<file path="config.mk">
export PLATFORM = sky130hd
export DESIGN_NAME = pc_sequencer_flat
export DESIGN_NICKNAME = d
export VERILOG_FILES = /design/src/rtl/pc_sequencer_if.sv /design/src/rtl/pc_sequencer.sv /design/src/flat_wrapper.sv
export SDC_FILE = /design/constraint.sdc
export NUM_CORES = 1
export LEC_CHECK = 0
export ABC_AREA = 1
export BUFFER_PORTS_ARGS = -buffer_cell sky130_fd_sc_hd__buf_2
export CORE_AREA = 4 4 48 50
export DETAILED_ROUTE_END_ITERATION = 16
export DIE_AREA = 0 0 52 54
export PLACE_DENSITY = 0.48
export SKIP_LAST_GASP = 1
export SYNTH_ARGS = -nofsm -noshare
export SYNTH_HDL_FRONTEND = slang
export SYNTH_SLANG_ARGS = --single-unit
</file>
<file path="constraint.sdc">
create_clock -name clk -period 3.2 [get_ports clk]
set_clock_uncertainty 0.2 [all_clocks]
set_input_delay 0.32 -clock clk [delete_from_list [all_inputs] [get_ports clk]]
set_output_delay 0.32 -clock clk [all_outputs]
set_load 0.05 [all_outputs]
</file>
<file path="src/rtl/pc_sequencer_if.sv">
// -----------------------------------------------------------------------------
// pc_seq_if -- signal bundle between the PC control decoder / hazard unit /
// interrupt source and the PC sequencer, plus the sequencer's outputs toward
// the PC register, target mux, fetch stage and stack unit.
//
// Modports:
//   master : the environment side (drives decoder requests, stall, intr;
//            observes the PC controls).
//   slave  : the sequencer side (pc_sequencer).
//
// Signals:
//   dec_s_target[1:0] decoder target select (0 M[0], 1 M[1], 2 X[SP], 3 R[rb])
//   dec_e_pc          decoder PC enable
//   dec_e_imm         decoder increment size (0 -> +1, 1 -> +2)
//   dec_load          decoder mode (0 -> load target, 1 -> increment)
//   dec_is_rti        instruction in decode is RTI
//   stall             hazard unit freezes PC
//   intr              level interrupt request, synchronous to clk
//   pc_s_target[1:0]  PC target mux select
//   pc_e              PC register enable
//   pc_e_imm          increment size
//   pc_load           0 -> load target, 1 -> increment
//   flush_if          discard the instruction being fetched
//   push_pc           stack unit pushes current PC
//   int_ack           one-cycle interrupt entry acknowledge
//   seq_state[2:0]    sequencer state, for debug
// -----------------------------------------------------------------------------
interface pc_seq_if;
  logic [1:0] dec_s_target;
  logic       dec_e_pc;
  logic       dec_e_imm;
  logic       dec_load;
  logic       dec_is_rti;
  logic       stall;
  logic       intr;

  logic [1:0] pc_s_target;
  logic       pc_e;
  logic       pc_e_imm;
  logic       pc_load;
  logic       flush_if;
  logic       push_pc;
  logic       int_ack;
  logic [2:0] seq_state;

  modport master (
    output dec_s_target, dec_e_pc, dec_e_imm, dec_load, dec_is_rti, stall, intr,
    input  pc_s_target, pc_e, pc_e_imm, pc_load, flush_if, push_pc, int_ack,
           seq_state
  );

  modport slave (
    input  dec_s_target, dec_e_pc, dec_e_imm, dec_load, dec_is_rti, stall, intr,
    output pc_s_target, pc_e, pc_e_imm, pc_load, flush_if, push_pc, int_ack,
           seq_state
  );
endinterface

</file>
<file path="src/rtl/pc_sequencer.sv">
// -----------------------------------------------------------------------------
// pc_sequencer -- sequential front end of the PC update path.
//
// Sequences boot (PC <- M[0]), pipeline stalls, branch flushes and interrupt
// entry (drain the pipe, push PC, PC <- M[1]). In RUN the decoder's PC request
// passes straight through combinationally (zero-cycle latency).
//
// Parameters:
//   DRAIN_CYCLES  bubble cycles before the PC is saved on interrupt entry
//                 (legal range 1..7, must fit the 3-bit drain counter).
//
// Ports:
//   clk    system clock, rising edge
//   rst_n  asynchronous active-low reset
//   bus    pc_seq_if.slave (decoder requests in, PC controls out)
//
// Optional feature:
//   PC_SEQ_INT_MASK_EN  when defined, interrupts are masked while a handler
//                       runs (from VECTOR until an RTI decode cycle with
//                       stall=0). When undefined, handlers may be nested.
// -----------------------------------------------------------------------------
module pc_sequencer #(
  parameter int unsigned DRAIN_CYCLES = 3
) (
  input logic       clk,
  input logic       rst_n,
  pc_seq_if.slave   bus
);

  typedef enum logic [2:0] {
    S_IDLE   = 3'd0,
    S_BOOT   = 3'd1,
    S_RUN    = 3'd2,
    S_DRAIN  = 3'd3,
    S_SAVE   = 3'd4,
    S_VECTOR = 3'd5
  } state_t;

  state_t     state;
  logic [2:0] drain_cnt;
  logic       intr_pend;
  logic       masked;
  logic       accept;

`ifdef PC_SEQ_INT_MASK_EN
  logic in_handler;
  assign masked = in_handler;
`else
  assign masked = 1'b0;
`endif

  // Entry is only taken on a plain sequential cycle so that a redirect or an
  // RTI is never lost; a blocked request simply retries next cycle.
  assign accept = (state == S_RUN) & ~bus.stall & intr_pend & bus.dec_load &
                  ~bus.dec_is_rti & ~masked;

  // NOTE: sequential state uses non-blocking (<=) so every register samples
  // the pre-edge values; blocking here would create order-dependent races.
  always_ff @(posedge clk or negedge rst_n) begin
    if (!rst_n) begin
      state      <= S_IDLE;
      drain_cnt  <= '0;
      intr_pend  <= 1'b0;
`ifdef PC_SEQ_INT_MASK_EN
      in_handler <= 1'b0;
`endif
    end else begin
      // A request present on the VECTOR edge re-arms the pending flag:
      // setting takes priority over the clear.
      intr_pend <= bus.intr | (intr_pend & (state != S_VECTOR));

      unique case (state)
        S_IDLE: state <= S_BOOT;
        S_BOOT: state <= S_RUN;
        S_RUN: begin
          if (accept) begin
            state     <= S_DRAIN;
            drain_cnt <= 3'(DRAIN_CYCLES - 1);
          end
`ifdef PC_SEQ_INT_MASK_EN
          if (!bus.stall && bus.dec_is_rti) in_handler <= 1'b0;
`endif
        end
        S_DRAIN: begin
          // Stalled cycles do not count toward the drain.
          if (!bus.stall) begin
            if (drain_cnt == '0) state <= S_SAVE;
            else drain_cnt <= drain_cnt - 3'd1;
          end
        end
        S_SAVE: state <= S_VECTOR;
        S_VECTOR: begin
          state <= S_RUN;
`ifdef PC_SEQ_INT_MASK_EN
          in_handler <= 1'b1;
`endif
        end
        default: state <= S_IDLE;
      endcase
    end
  end

  // Outputs decode the current state (and, in RUN, the live decoder inputs),
  // so an asynchronous reset forces them all low immediately.
  always_comb begin
    // NOTE: every output gets a default before the case so no path leaves one
    // unassigned, which would otherwise infer a latch.
    bus.pc_s_target = 2'b00;
    bus.pc_e        = 1'b0;
    bus.pc_e_imm    = 1'b0;
    bus.pc_load     = 1'b0;
    bus.flush_if    = 1'b0;
    bus.push_pc     = 1'b0;
    bus.int_ack     = 1'b0;

    unique case (state)
      S_BOOT: begin
        bus.pc_e     = 1'b1;
        bus.flush_if = 1'b1;
      end
      S_RUN: begin
        bus.pc_s_target = bus.dec_s_target;
        bus.pc_e_imm    = bus.dec_e_imm;
        bus.pc_load     = bus.dec_load;
        if (!bus.stall) begin
          bus.pc_e     = bus.dec_e_pc;
          // A taken redirect makes the in-flight fetch stale.
          bus.flush_if = bus.dec_e_pc & ~bus.dec_load;
        end
      end
      S_DRAIN: bus.flush_if = 1'b1;
      S_SAVE: begin
        bus.push_pc  = 1'b1;
        bus.flush_if = 1'b1;
      end
      S_VECTOR: begin
        bus.pc_e        = 1'b1;
        bus.pc_s_target = 2'b01;
        bus.flush_if    = 1'b1;
        bus.int_ack     = 1'b1;
      end
      default: ;
    endcase
  end

  assign bus.seq_state = state;

endmodule
</file>
<file path="src/flat_wrapper.sv">
// flat-port wrapper written by rule: the top's interface ports become plain ports
module pc_sequencer_flat 
#(
  parameter int unsigned DRAIN_CYCLES = 3
)
  (clk, rst_n, bus_dec_s_target, bus_dec_e_pc, bus_dec_e_imm, bus_dec_load, bus_dec_is_rti, bus_stall, bus_intr, bus_pc_s_target, bus_pc_e, bus_pc_e_imm, bus_pc_load, bus_flush_if, bus_push_pc, bus_int_ack, bus_seq_state);
  pc_seq_if bus_i ();
  input logic clk;
  input logic rst_n;
  input wire logic [$bits(bus_i.dec_s_target)-1:0] bus_dec_s_target;
  input wire logic [$bits(bus_i.dec_e_pc)-1:0] bus_dec_e_pc;
  input wire logic [$bits(bus_i.dec_e_imm)-1:0] bus_dec_e_imm;
  input wire logic [$bits(bus_i.dec_load)-1:0] bus_dec_load;
  input wire logic [$bits(bus_i.dec_is_rti)-1:0] bus_dec_is_rti;
  input wire logic [$bits(bus_i.stall)-1:0] bus_stall;
  input wire logic [$bits(bus_i.intr)-1:0] bus_intr;
  output wire logic [$bits(bus_i.pc_s_target)-1:0] bus_pc_s_target;
  output wire logic [$bits(bus_i.pc_e)-1:0] bus_pc_e;
  output wire logic [$bits(bus_i.pc_e_imm)-1:0] bus_pc_e_imm;
  output wire logic [$bits(bus_i.pc_load)-1:0] bus_pc_load;
  output wire logic [$bits(bus_i.flush_if)-1:0] bus_flush_if;
  output wire logic [$bits(bus_i.push_pc)-1:0] bus_push_pc;
  output wire logic [$bits(bus_i.int_ack)-1:0] bus_int_ack;
  output wire logic [$bits(bus_i.seq_state)-1:0] bus_seq_state;
  assign bus_i.dec_s_target = bus_dec_s_target;
  assign bus_i.dec_e_pc = bus_dec_e_pc;
  assign bus_i.dec_e_imm = bus_dec_e_imm;
  assign bus_i.dec_load = bus_dec_load;
  assign bus_i.dec_is_rti = bus_dec_is_rti;
  assign bus_i.stall = bus_stall;
  assign bus_i.intr = bus_intr;
  assign bus_pc_s_target = bus_i.pc_s_target;
  assign bus_pc_e = bus_i.pc_e;
  assign bus_pc_e_imm = bus_i.pc_e_imm;
  assign bus_pc_load = bus_i.pc_load;
  assign bus_flush_if = bus_i.flush_if;
  assign bus_push_pc = bus_i.push_pc;
  assign bus_int_ack = bus_i.int_ack;
  assign bus_seq_state = bus_i.seq_state;
  pc_sequencer #(.DRAIN_CYCLES(DRAIN_CYCLES)) u_core (.clk(clk), .rst_n(rst_n), .bus(bus_i));
endmodule
</file>
==> results of run 1 <==
## power by group
part | internal, W | switching (W) | total (W) | leakage [nW]
clock network | 0.0000477 | 0.0000340 | 0.0000816 | 0.0150
registers | 0.000123 | 0.0000378 | 0.000161 | 0.0830
logic | 0.000129 | 0.000376 | 0.000505 | 0.289
total | 0.000300 | 0.000448 | 0.000747 | 0.387
## metal layers
layer  part of all wire, %  wire, µm  vias to the layer above
met2                    46       569                       17
met5                     0         0                        -
met1                    45       550                      226
met3                   7.7        95                        2
li1                      -         -                      286
met4                   1.1        14                        0
## synthesized netlist by cell type
cell | count | area, µm²
sky130_fd_sc_hd__nand3_1 | 4 | 20.0
sky130_fd_sc_hd__nor2_1 | 11 | 41.3
sky130_fd_sc_hd__nor2_2 | 1 | 6.26
sky130_fd_sc_hd__inv_1 | 13 | 48.8
sky130_fd_sc_hd__nand2_1 | 23 | 86.3
sky130_fd_sc_hd__nor3_1 | 1 | 5.00
sky130_fd_sc_hd__ha_1 | 2 | 25.0
sky130_fd_sc_hd__nand3_2 | 1 | 10.0
sky130_fd_sc_hd__nand4_1 | 4 | 25.0
sky130_fd_sc_hd__o21bai_1 | 1 | 7.51
sky130_fd_sc_hd__dfrtp_1 | 7 | 175
sky130_fd_sc_hd__a21oi_1 | 2 | 10.0
sky130_fd_sc_hd__buf_6 | 1 | 11.3
sky130_fd_sc_hd__o21ai_0 | 3 | 15.0
sky130_fd_sc_hd__nand2_2 | 2 | 12.5
## worst paths after layout
kind                       slack (ps)  cells after the start                       to
max                              1020                      6             bus_flush_if
min                                70                      2         u_core.intr_pend
max reg2reg                      1690                      7      u_core.drain_cnt[1]
min reg2reg                       280                      2      u_core.drain_cnt[1]
max in group asynchronous        2410                      2      u_core.drain_cnt[1]
min in group asynchronous         240                      2  u_core.bus.seq_state[2]
## worst max-delay path, cell delays in order (launching register included)
cell and delay (ps):
sky130_fd_sc_hd__dfrtp_1 440, sky130_fd_sc_hd__inv_1 140, sky130_fd_sc_hd__nand3_1 190, sky130_fd_sc_hd__nor2_1 140, sky130_fd_sc_hd__nand2_1 70, sky130_fd_sc_hd__o21ai_0 130, sky130_fd_sc_hd__buf_2 280
## flip-flops by register name, summed over array words and instances (netlist names)
| signal | cells |
|---|---|
| u_core.bus.seq_state | 3 |
| u_core.drain_cnt | 3 |
| u_core.intr_pend | 1 |
## area by class of cell
type                       count  area [µm²]  share of cell area [%]
multi-input combinational     55         264                    40.1
clock buffer                   4        26.3                    3.99
timing repair buffer          21         110                    16.7
tap                           27        33.8                    5.13
sequential                     7         175                    26.6
inverter                      13        48.8                    7.41
## logic make-up after synthesis
| group | synth area share, % |
|---|---|
| adders and majority gates | 5.01 |
| and+or+nand+nor | 41.4 |
| DFF | 35.1 |
| AOI/OAI and AO/OA | 6.52 |
| buffers and inverters | 12.0 |
## metrics by stage
| stage | total power [W] | util (%) | worst slack (ps) |
|---|---|---|---|
| final | 0.000747 | 34.6 | 1020 |
| after global routing | 0.000828 | 34.6 | 867 |
| after CTS | 0.000755 | 34.6 | 990 |
| after detailed placement | 0.000669 | 32.7 | 1280 |
| after global placement | 0.000669 | 32.7 | 1350 |
| after floorplan | 0.000567 | - | 450 |
## cell usage in the layout, fill, tap and decap left out, types with 2 or more instances in the layout
cell,netlist,final
sky130_fd_sc_hd__a21oi_1,2,2
sky130_fd_sc_hd__buf_2,0,20
sky130_fd_sc_hd__clkbuf_4,0,3
sky130_fd_sc_hd__dfrtp_1,7,7
sky130_fd_sc_hd__ha_1,2,2
sky130_fd_sc_hd__inv_1,13,13
sky130_fd_sc_hd__nand2_1,23,23
sky130_fd_sc_hd__nand2_2,2,2
sky130_fd_sc_hd__nand3_1,4,4
sky130_fd_sc_hd__nand4_1,4,4
sky130_fd_sc_hd__nor2_1,11,11
sky130_fd_sc_hd__o21ai_0,3,3
==> metrics.txt, run 1 <==
# TYPE chip_impl_metric gauge
chip_impl_info{name="outcome",value="completed"} 1
chip_impl_metric{name="gr-usage-met2",unit="%"} 15.9
chip_impl_metric{name="final.hold.worst_slack",unit="ps"} 74.6
chip_impl_metric{name="dpl.hpwl",unit="µm"} 1020
chip_impl_metric{name="antennaDiodeCount",unit=""} 0
chip_impl_metric{name="die_y",unit="µm"} 54
chip_impl_info{name="rsz0062_at_grt",value="false"} 1
chip_impl_metric{name="cp_data_arrival_time",unit="ps"} 1660
chip_impl_metric{name="via_count_of_the_first_global_routing_pass",unit=""} 470
chip_impl_metric{name="die_w",unit="µm"} 52
chip_impl_info{name="startpoint_type",value="flop"} 1
chip_impl_metric{name="cellPowerDensity",unit="nW/µm²"} 1140
chip_impl_metric{name="first_pass_detailed_route_iteration_total",unit=""} 4
chip_impl_metric{name="synth_area",unit="µm²"} 499
chip_impl_metric{name="period_share",unit="%"} 68.3
chip_impl_info{name="top_usage_layer",value="met2"} 1
chip_impl_metric{name="detail_route.wl_per_cell",unit="µm"} 9.68
chip_impl_metric{name="stdcell_area",unit="µm²"} 658
chip_impl_metric{name="clk_path_buf_depth",unit=""} 2
chip_impl_metric{name="detail_route.drc_violations",unit=""} 0
chip_impl_info{name="timing.hold.worst.start",value="bus_intr"} 1
chip_impl_metric{name="finalSetupViolCount",unit=""} 0
chip_impl_metric{name="drive_above_1_share",unit="%"} 27.0
chip_impl_metric{name="post-cts-setup-buffer-count",unit=""} 0
chip_impl_metric{name="io_buffer_count",unit=""} 20
chip_impl_metric{name="non_filler_cells_in_the_finished_layout",unit=""} 127
chip_impl_metric{name="syn_warnings",unit=""} 0
chip_impl_metric{name="mappedNetlistNets",unit=""} 88
chip_impl_info{name="path_class",value="reg -> out"} 1
chip_impl_metric{name="design.final.nets",unit=""} 113
chip_impl_metric{name="area_of_the_die",unit="µm²"} 2810
chip_impl_metric{name="placementRows",unit=""} 16
chip_impl_metric{name="tritoncts.num_buffers",unit=""} 3
chip_impl_metric{name="grt_use_met1",unit="%"} 11.6
chip_impl_metric{name="gp_congestion",unit=""} 0.771
chip_impl_metric{name="postCtsHoldBufs",unit=""} 1
chip_impl_metric{name="crit_path_max_fanout",unit=""} 7
chip_impl_metric{name="fmaxAchievable",unit="MHz"} 458
chip_impl_metric{name="ioPinCount",unit=""} 21
chip_impl_info{name="worst_setup_path_end_kind",value="output port"} 1
chip_impl_metric{name="via_per_instance_ratio",unit=""} 4.18
chip_impl_metric{name="met3_usage",unit="%"} 3.05
chip_impl_metric{name="initial_utilization",unit="%"} 26.3
chip_impl_metric{name="first_pass_grt_wire_length",unit="µm"} 2010
chip_impl_metric{name="power.leakage",unit="nW"} 0.387
chip_impl_metric{name="cts_repair_resize_count",unit=""} 0
chip_impl_metric{name="route.vias.total",unit=""} 531
chip_impl_info{name="worst_r2r_startpoint",value="u_core.bus.seq_state[1]"} 1
chip_impl_metric{name="clk-insertion-delay-late",unit="ps"} 250
chip_impl_metric{name="grt_start_max_net_pins",unit=""} 10
chip_impl_info{name="critPathLaunch",value="u_core.bus.seq_state[2]"} 1
chip_impl_metric{name="number_of_max_cap_violations",unit=""} 0
chip_impl_metric{name="cts.htree.levels",unit=""} 1
chip_impl_metric{name="fin_setup_tns",unit="ps"} 0
chip_impl_metric{name="synthToLayoutAreaGrowth",unit="%"} 31.8
chip_impl_metric{name="max_slew_margin",unit="%"} 84.0
chip_impl_metric{name="postRouteWirelength",unit="µm"} 1230
chip_impl_metric{name="grt_antenna_before_repair",unit=""} 0
chip_impl_metric{name="grt.total_usage",unit="%"} 9.84
chip_impl_metric{name="drt-initial-drc-count",unit=""} 14
chip_impl_metric{name="yosysUniqueCellTypes",unit=""} 15
chip_impl_metric{name="core",unit="µm²"} 1900
chip_impl_metric{name="gr-total-overflow",unit=""} 0
chip_impl_info{name="cts.root.buffer_cell",value="sky130_fd_sc_hd__clkbuf_4"} 1
chip_impl_metric{name="vdd_ir_drop_max",unit="V"} 0.000400
chip_impl_metric{name="yosys_register_bits",unit=""} 7
chip_impl_metric{name="tritoncts_num_sinks",unit=""} 7
chip_impl_metric{name="finalMaxSlewViolations",unit=""} 0
chip_impl_metric{name="placement_stage_cell_area",unit="µm²"} 622
chip_impl_metric{name="syn-instance-count",unit=""} 76
chip_impl_metric{name="timing_worst_slew_pin_value",unit="ps"} 239
chip_impl_info{name="holdCritPathClass",value="in -> reg"} 1
chip_impl_metric{name="n_fill_cell",unit=""} 199
chip_impl_metric{name="finalWorstPathRequiredPeriod",unit="ps"} 2180
chip_impl_metric{name="final_antenna_net_count",unit=""} 0
chip_impl_metric{name="placed_cells_incl_taps",unit=""} 122
chip_impl_metric{name="cts.clk_slew.worst_paths",unit="ps"} 50
chip_impl_info{name="cts_tree",value="done"} 1
chip_impl_metric{name="critPathRequiredTime",unit="ps"} 2680
chip_impl_metric{name="synthesized_area_per_cell",unit="µm²"} 6.57
chip_impl_metric{name="synth.yosys.seq_area_share",unit="%"} 35.1
chip_impl_metric{name="timing_hold_violations_final",unit=""} 0
Power figures use the tool's default switching activity.
==> run 2, diff against run 1 <==
Settings changed: PLACE_DENSITY 0.48 to 0.5.
Clock period 3.2 ns to 2 ns, I/O delays scaled along.
==> metrics.txt, run 2 (synthesis results as in run 1) <==
# TYPE chip_impl_metric gauge
chip_impl_metric{name="dp_slack",unit="ps"} 312
chip_impl_metric{name="die_y",unit="µm"} 54
chip_impl_info{name="outcome",value="completed"} 1
chip_impl_metric{name="timing_hold_violations_final",unit=""} 0
chip_impl_info{name="rsz0062_at_grt",value="true"} 1
chip_impl_metric{name="r2r.worst_path.cells",unit=""} 7
chip_impl_metric{name="cts.clk_slew.worst_paths",unit="ps"} 50
chip_impl_info{name="worst_setup_path_end_kind",value="output port"} 1
chip_impl_metric{name="post-cts-setup-buffer-count",unit=""} 0
chip_impl_metric{name="finalMaxSlewViolations",unit=""} 0
chip_impl_metric{name="finalWorstPathRequiredPeriod",unit="ps"} 1890
chip_impl_metric{name="drt-initial-drc-count",unit=""} 4
chip_impl_metric{name="grt_start_max_net_pins",unit=""} 10
chip_impl_metric{name="max_slew_margin",unit="%"} 81.1
chip_impl_metric{name="clk_path_buf_depth",unit=""} 2
chip_impl_metric{name="first_pass_grt_wire_length",unit="µm"} 1990
chip_impl_info{name="holdCritPathClass",value="in -> async"} 1
chip_impl_metric{name="tritoncts_num_sinks",unit=""} 7
chip_impl_metric{name="tritoncts.num_buffers",unit=""} 3
chip_impl_metric{name="detail_route.wl_per_cell",unit="µm"} 9.05
chip_impl_metric{name="via_per_instance_ratio",unit=""} 4.09
chip_impl_metric{name="clk-insertion-delay-late",unit="ps"} 250
chip_impl_metric{name="grt_antenna_before_repair",unit=""} 0
chip_impl_metric{name="finalSetupViolCount",unit=""} 0
chip_impl_metric{name="design.final.nets",unit=""} 115
chip_impl_info{name="rr_endpoint",value="u_core.drain_cnt[0]"} 1
chip_impl_metric{name="io_buffer_count",unit=""} 20
chip_impl_metric{name="drive_above_1_share",unit="%"} 32.4
chip_impl_info{name="worst_r2r_startpoint",value="u_core.bus.seq_state[2]"} 1
chip_impl_metric{name="dpl.hpwl",unit="µm"} 966
chip_impl_info{name="startpoint_type",value="flop"} 1
chip_impl_metric{name="detail_route.drc_violations",unit=""} 0
chip_impl_info{name="final_common_cell",value="sky130_fd_sc_hd__nand2_1"} 1
chip_impl_metric{name="grt.total_usage",unit="%"} 9.60
chip_impl_metric{name="synthToLayoutAreaGrowth",unit="%"} 39.3
chip_impl_info{name="cts.root.buffer_cell",value="sky130_fd_sc_hd__clkbuf_4"} 1
chip_impl_metric{name="first_pass_detailed_route_iteration_total",unit=""} 4
chip_impl_metric{name="gr-total-overflow",unit=""} 0
chip_impl_metric{name="initial_utilization",unit="%"} 26.3
chip_impl_metric{name="vdd_ir_drop_max",unit="V"} 0.000693
chip_impl_metric{name="power.leakage",unit="nW"} 0.399
chip_impl_metric{name="fmaxAchievable",unit="MHz"} 529
chip_impl_metric{name="critPathRequiredTime",unit="ps"} 1600
chip_impl_info{name="cts_tree",value="done"} 1
chip_impl_metric{name="area_of_the_die",unit="µm²"} 2810
chip_impl_metric{name="timing.reg2reg.setup_slack",unit="ps"} 510
chip_impl_metric{name="gp_congestion",unit=""} 0.754
chip_impl_metric{name="antennaDiodeCount",unit=""} 0
chip_impl_metric{name="fin_setup_tns",unit="ps"} 0
chip_impl_metric{name="placementRows",unit=""} 16
chip_impl_metric{name="period_share",unit="%"} 94.4
chip_impl_metric{name="cts.htree.levels",unit=""} 1
chip_impl_metric{name="via_count_of_the_first_global_routing_pass",unit=""} 470
chip_impl_metric{name="cellPowerDensity",unit="nW/µm²"} 1770
chip_impl_metric{name="worst_setup_slack_final",unit="ps"} 111
chip_impl_metric{name="route.vias.total",unit=""} 528
chip_impl_metric{name="design_power_total",unit="W"} 0.00123
chip_impl_metric{name="timing_worst_slew_pin_value",unit="ps"} 281
chip_impl_metric{name="placed_cells_incl_taps",unit=""} 123
chip_impl_info{name="path_class",value="reg -> out"} 1
chip_impl_metric{name="number_of_max_cap_violations",unit=""} 0
chip_impl_metric{name="final_antenna_net_count",unit=""} 0
chip_impl_metric{name="postRouteWirelength",unit="µm"} 1170
chip_impl_metric{name="ioPinCount",unit=""} 21
chip_impl_metric{name="core",unit="µm²"} 1900
chip_impl_metric{name="cp_data_arrival_time",unit="ps"} 1490
chip_impl_metric{name="non_filler_cells_in_the_finished_layout",unit=""} 129
chip_impl_info{name="layout.cells.most_common_list",value="23 x sky130_fd_sc_hd__nand2_1, 18 x sky130_fd_sc_hd__buf_2, 12 x sky130_fd_sc_hd__inv_1"} 1
chip_impl_metric{name="die_w",unit="µm"} 52
chip_impl_metric{name="crit_path_max_fanout",unit=""} 7
==> run 2: cell types whose count changed in the layout (fill, tap and decap cells not counted), moves of 2 or more <==
cell,delta
sky130_fd_sc_hd__buf_2,-2
sky130_fd_sc_hd__o21ai_0,-2
sky130_fd_sc_hd__clkbuf_4,+2
sky130_fd_sc_hd__o21ai_2,+2
==> run 2: layout make-up <==
cell class / count / area, µm²
clock buffers: 4 / 26.3
fillers: 211 / 1210
inverters: 13 / 48.8
multi-input cells: 55 / 279
flip-flops and latches: 7 / 175
well taps: 27 / 33.8
repair buffers: 23 / 133
==> run 2: worst max-delay path by stage <==
stage / start / endpoint / slack (ps)
2_1_floorplan: u_core.bus.seq_state[2] / bus_pc_e_imm / -110
3_3_place_gp: u_core.bus.seq_state[2] / bus_flush_if / 350
3_5_place_dp: u_core.bus.seq_state[2] / bus_flush_if / 310
4_1_cts: u_core.bus.seq_state[2] / bus_flush_if / 30
5_1_grt: u_core.bus.seq_state[2] / bus_flush_if / -6
6_report: u_core.bus.seq_state[2] / bus_flush_if / 110
==> run 2: worst max-delay path: stages, from the launching register on <==
cell and delay (ps):
sky130_fd_sc_hd__dfrtp_1 450, sky130_fd_sc_hd__inv_2 140, sky130_fd_sc_hd__nand3_1 110, sky130_fd_sc_hd__nor2_1 100, sky130_fd_sc_hd__nand2_1 80, sky130_fd_sc_hd__o21ai_2 100
sky130_fd_sc_hd__buf_2 260
==> run 2: where the power goes <==
part / switching, W / internal, W
Combinational: 0.000606 / 0.000236
Clock: 0.0000485 / 0.0000759
Sequential: 0.0000660 / 0.000197
Total: 0.000721 / 0.000509
==> run 2: through the flow <==
stage               hold slack [ps]  utilization (%)  instance area [µm²]
floorplan                      -296                -                  514
global placement               -162             33.9                  644
detailed placement             -159             33.9                  644
CTS                             107             36.3                  691
global route                    126             36.6                  696
finish                          110             36.6                  696
==> run 2: timing repair <==
item | 4_1_cts | 5_1_grt
hold buffers | 2 | 0
endpoints found under the hold margin | 8 | 0
endpoints found under the setup margin | 0 | 6
gates resized for setup | 0 | 3
==> run 2: layer usage <==
metal  global-route usage (%)  vias up  wire (µm)  part of all wire, %
met2                     12.6       12        466                   40
met1                     13.8      224        628                   54
met3                     1.94        2         62                  5.3
li1                         -      290          -                    -
met4                     6.55        0          9                 0.77
met5                        0        -          0                    0
==> run 3, diff against run 2 <==
Settings changed: ABC_AREA 1 to 0, CORE_AREA 4 4 48 50 to 4 4 47 49, DIE_AREA 0 0 52 54 to 0 0 51 53.
==> metrics.txt, run 3 <==
# TYPE chip_impl_metric gauge
chip_impl_metric{name="area_of_the_die",unit="µm²"} 2700
chip_impl_metric{name="placementRows",unit=""} 16
chip_impl_info{name="synth_top_family_by_area",value="simple AND/OR/NAND/NOR gates"} 1
chip_impl_info{name="timing.critical_path.max_delay_family",value="simple AND/OR/NAND/NOR gates"} 1
chip_impl_metric{name="mappedNetlistNets",unit=""} 63
chip_impl_metric{name="dpl.hpwl",unit="µm"} 910
chip_impl_metric{name="cellPowerDensity",unit="nW/µm²"} 1570
chip_impl_metric{name="ioPinCount",unit=""} 21
chip_impl_metric{name="yosys-mux-area-fraction",unit="%"} 2.11
chip_impl_metric{name="via_count_of_the_first_global_routing_pass",unit=""} 419
chip_impl_metric{name="finalMaxSlewViolations",unit=""} 0
chip_impl_metric{name="detail_route.drc_violations",unit=""} 0
chip_impl_metric{name="cp_data_arrival_time",unit="ps"} 1510
chip_impl_info{name="synth.top_cells.by_area",value="sky130_fd_sc_hd__dfrtp_1 37%, sky130_fd_sc_hd__and2_1 5.3%, sky130_fd_sc_hd__ha_1 5.3%"} 1
chip_impl_metric{name="synth_fa_ha_area_share",unit="%"} 5.26
chip_impl_metric{name="synthToLayoutAreaGrowth",unit="%"} 44.7
chip_impl_metric{name="synth.yosys.seq_area_share",unit="%"} 36.8
chip_impl_metric{name="clk-insertion-delay-late",unit="ps"} 240
chip_impl_info{name="worst_r2r_startpoint",value="u_core.bus.seq_state[0]"} 1
chip_impl_metric{name="initial_utilization",unit="%"} 25.5
chip_impl_metric{name="first_pass_grt_wire_length",unit="µm"} 1800
chip_impl_metric{name="worst_setup_slack_final",unit="ps"} 87.7
chip_impl_info{name="cts.root.buffer_cell",value="sky130_fd_sc_hd__clkbuf_4"} 1
chip_impl_info{name="path_class",value="reg -> out"} 1
chip_impl_info{name="synthMostInstantiatedCell",value="sky130_fd_sc_hd__dfrtp_1"} 1
chip_impl_metric{name="yosysUniqueCellTypes",unit=""} 26
chip_impl_info{name="rr_endpoint",value="u_core.drain_cnt[0]"} 1
chip_impl_metric{name="finalSetupViolCount",unit=""} 0
chip_impl_metric{name="finalWorstPathRequiredPeriod",unit="ps"} 1910
chip_impl_metric{name="die_w",unit="µm"} 51
chip_impl_metric{name="r2r.worst_path.cells",unit=""} 3
chip_impl_info{name="cp_slowest_cell",value="sky130_fd_sc_hd__dfrtp_1"} 1
chip_impl_metric{name="detail_route.wl_per_cell",unit="µm"} 11.0
chip_impl_metric{name="yosysTopAreaCellShare",unit="%"} 36.8
chip_impl_metric{name="proportion_of_register_bits_with_asynchronous_set_or_reset_after_synthesis",unit="%"} 100
chip_impl_metric{name="critPathBufInv",unit=""} 1
chip_impl_info{name="startpoint_type",value="flop"} 1
chip_impl_metric{name="syn-instance-count",unit=""} 51
chip_impl_info{name="synth_largest_area_cell",value="sky130_fd_sc_hd__dfrtp_1"} 1
chip_impl_info{name="final_common_cell",value="sky130_fd_sc_hd__buf_2"} 1
chip_impl_metric{name="tritoncts.num_buffers",unit=""} 3
chip_impl_metric{name="die_y",unit="µm"} 53
chip_impl_metric{name="gr-total-overflow",unit=""} 0
chip_impl_metric{name="synth_xor_xnor_area_share",unit="%"} 0
chip_impl_info{name="outcome",value="completed"} 1
chip_impl_metric{name="tritoncts_num_sinks",unit=""} 7
chip_impl_metric{name="power.leakage",unit="nW"} 0.351
chip_impl_metric{name="post-cts-setup-buffer-count",unit=""} 0
chip_impl_metric{name="timing_worst_slew_pin_value",unit="ps"} 414
chip_impl_metric{name="regArea",unit="µm²"} 178
chip_impl_metric{name="crit_path_max_fanout",unit=""} 9
chip_impl_metric{name="dp_slack",unit="ps"} 254
chip_impl_info{name="holdCritPathClass",value="in -> async"} 1
chip_impl_metric{name="yosys_register_bits",unit=""} 7
chip_impl_metric{name="grt_start_max_net_pins",unit=""} 12
chip_impl_metric{name="stdcell_area",unit="µm²"} 688
chip_impl_metric{name="route.vias.total",unit=""} 439
chip_impl_metric{name="cts.clk_slew.worst_paths",unit="ps"} 50
chip_impl_metric{name="synthesized_area_per_cell",unit="µm²"} 9.32
chip_impl_metric{name="period_share",unit="%"} 95.6
chip_impl_metric{name="design.final.nets",unit=""} 89
chip_impl_metric{name="grt.total_usage",unit="%"} 9.04
chip_impl_metric{name="drive_above_1_share",unit="%"} 38.2
chip_impl_metric{name="timing_hold_violations_final",unit=""} 0
chip_impl_metric{name="multi_input_logic_area",unit="µm²"} 300
chip_impl_info{name="cts_tree",value="done"} 1
chip_impl_metric{name="antennaDiodeCount",unit=""} 0
chip_impl_metric{name="drt-initial-drc-count",unit=""} 2
chip_impl_info{name="worst_setup_path_end_kind",value="output port"} 1
chip_impl_metric{name="synth_enable_flop_cells",unit=""} 0
chip_impl_metric{name="first_pass_detailed_route_iteration_total",unit=""} 3
chip_impl_metric{name="n_fill_cell",unit=""} 208
chip_impl_metric{name="critPathRequiredTime",unit="ps"} 1600
chip_impl_metric{name="fmaxAchievable",unit="MHz"} 523
chip_impl_metric{name="io_buffer_count",unit=""} 20
chip_impl_info{name="yosys_most_used_dff",value="sky130_fd_sc_hd__dfrtp_1"} 1
chip_impl_metric{name="synth_simple_gate_area_share",unit="%"} 29.2
chip_impl_metric{name="placement_stage_cell_area",unit="µm²"} 629
chip_impl_metric{name="synth_area",unit="µm²"} 475
chip_impl_metric{name="number_of_max_cap_violations",unit=""} 0
chip_impl_metric{name="syn_warnings",unit=""} 0
chip_impl_metric{name="postRouteWirelength",unit="µm"} 1130
chip_impl_metric{name="core",unit="µm²"} 1860
chip_impl_metric{name="clk_path_buf_depth",unit=""} 2
chip_impl_info{name="cp_cell_sequence",value="nand2b_1 > nor2_2 > and2_1 > buf_2"} 1
chip_impl_metric{name="synth_compound_gate_area_share",unit="%"} 20.3
chip_impl_info{name="yosys-top-cells-count",value="7 x sky130_fd_sc_hd__dfrtp_1, 6 x sky130_fd_sc_hd__inv_1, 4 x sky130_fd_sc_hd__and2_1"} 1
chip_impl_metric{name="vdd_ir_drop_max",unit="V"} 0.000519
chip_impl_metric{name="final_antenna_net_count",unit=""} 0
chip_impl_info{name="layout.cells.most_common_list",value="17 x sky130_fd_sc_hd__buf_2, 6 x sky130_fd_sc_hd__inv_1, 5 x sky130_fd_sc_hd__clkbuf_4, 5 x sky130_fd_sc_hd__dfrtp_1, 4 x sky130_fd_sc_hd__and2_1"} 1
chip_impl_metric{name="grt_antenna_before_repair",unit=""} 0
chip_impl_info{name="rsz0062_at_grt",value="true"} 1
chip_impl_metric{name="timing.critical_path.slowest_cell_delay",unit="ps"} 450
chip_impl_metric{name="cts.htree.levels",unit=""} 1
chip_impl_metric{name="timing.reg2reg.setup_slack",unit="ps"} 370
chip_impl_metric{name="gp_congestion",unit=""} 0.760
chip_impl_metric{name="max_slew_margin",unit="%"} 72.3
chip_impl_metric{name="via_per_instance_ratio",unit=""} 4.26
-- run 3: cell types whose count changed after synthesis, sizes merged, moves of 2 or more --
| cell | before | now |
|---|---|---|
| nand2 | 25 | 1 |
| nand3 | 5 | 0 |
| inv | 13 | 6 |
| nor3b | 0 | 3 |
| a21o | 0 | 2 |
| nor3 | 1 | 3 |
| and2 | 0 | 4 |
| nand2b | 0 | 3 |
| nor2 | 12 | 1 |
| nand4 | 4 | 0 |
-- run 3: layout make-up --
| type | instances | area share [%] |
|---|---|---|
| Sequential cell | 7 | 25.8 |
| Tap cell | 27 | 4.91 |
| Clock buffer | 4 | 3.82 |
| Inverter | 6 | 3.27 |
| Timing Repair Buffer | 22 | 18.5 |
| Multi-Input combinational cell | 37 | 43.6 |
-- run 3: cells by family (layout without fill, tap and decap cells) --
group / after synthesis / after routing
flops: 7 / 7
mux: 1 / 1
fa+ha+maj: 2 / 2
compound gates: 13 / 13
buf+inv: 7 / 32
simple gates: 21 / 21
-- run 3: through the flow --
stage | setup TNS, ps | std cells | hold WS, ps | power, W | util (%)
2_1_floorplan | -577 | 51 | -296 | 0.000807 | -
3_5_place_dp | 0 | 97 | -160 | 0.000938 | 33.8
6_report | 0 | 103 | 116 | 0.00108 | 37.0
5_1_grt | -8.19 | 103 | 138 | 0.00117 | 37.0
3_3_place_gp | 0 | 97 | -162 | 0.000942 | 33.8
4_1_cts | 0 | 103 | 110 | 0.00108 | 36.5
-- run 3: worst max-delay path by stage --
stage	start	to	slack [ps]	cells past startpoint
4_1_cts	u_core.bus.seq_state[0]	bus_pc_s_target[0]	6	4
3_3_place_gp	u_core.bus.seq_state[1]	bus_pc_e	270	3
5_1_grt	u_core.bus.seq_state[2]	bus_pc_s_target[0]	-8	4
3_5_place_dp	u_core.bus.seq_state[1]	bus_pc_e	250	3
6_report	u_core.bus.seq_state[2]	bus_pc_e_imm	90	4
2_1_floorplan	u_core.bus.seq_state[0]	bus_pc_s_target[0]	-300	4
-- run 3: routing by layer --
metal  GRT usage [%]  wire [µm]  share of wire (%)
met2            14.4        576                 51
met1            11.1        517                 46
met5               0          0                  0
met3            1.97         27                2.4
met4            5.38          6               0.53
-- run 3: power breakdown --
group	switching, W	leakage [nW]	internal (W)
registers	0.0000822	0.0784	0.000198
clock network	0.0000457	0.0150	0.0000757
logic	0.000457	0.258	0.000223
-- run 3: worst register-to-register path: cells and delay by family (launching register included) --
family / cells / cell delay [ps]
AO/OA/AOI/OAI: 1 / 230
flip-flops: 1 / 480
AND/OR/NAND/NOR: 1 / 450
multiplexers: 1 / 130
-- run 3: timing repair --
item                                    CTS  global route
hold endpoints to repair                  8             0
endpoints found under the setup margin    3             6
resized for setup                         2             4
hold buffers                              2             0
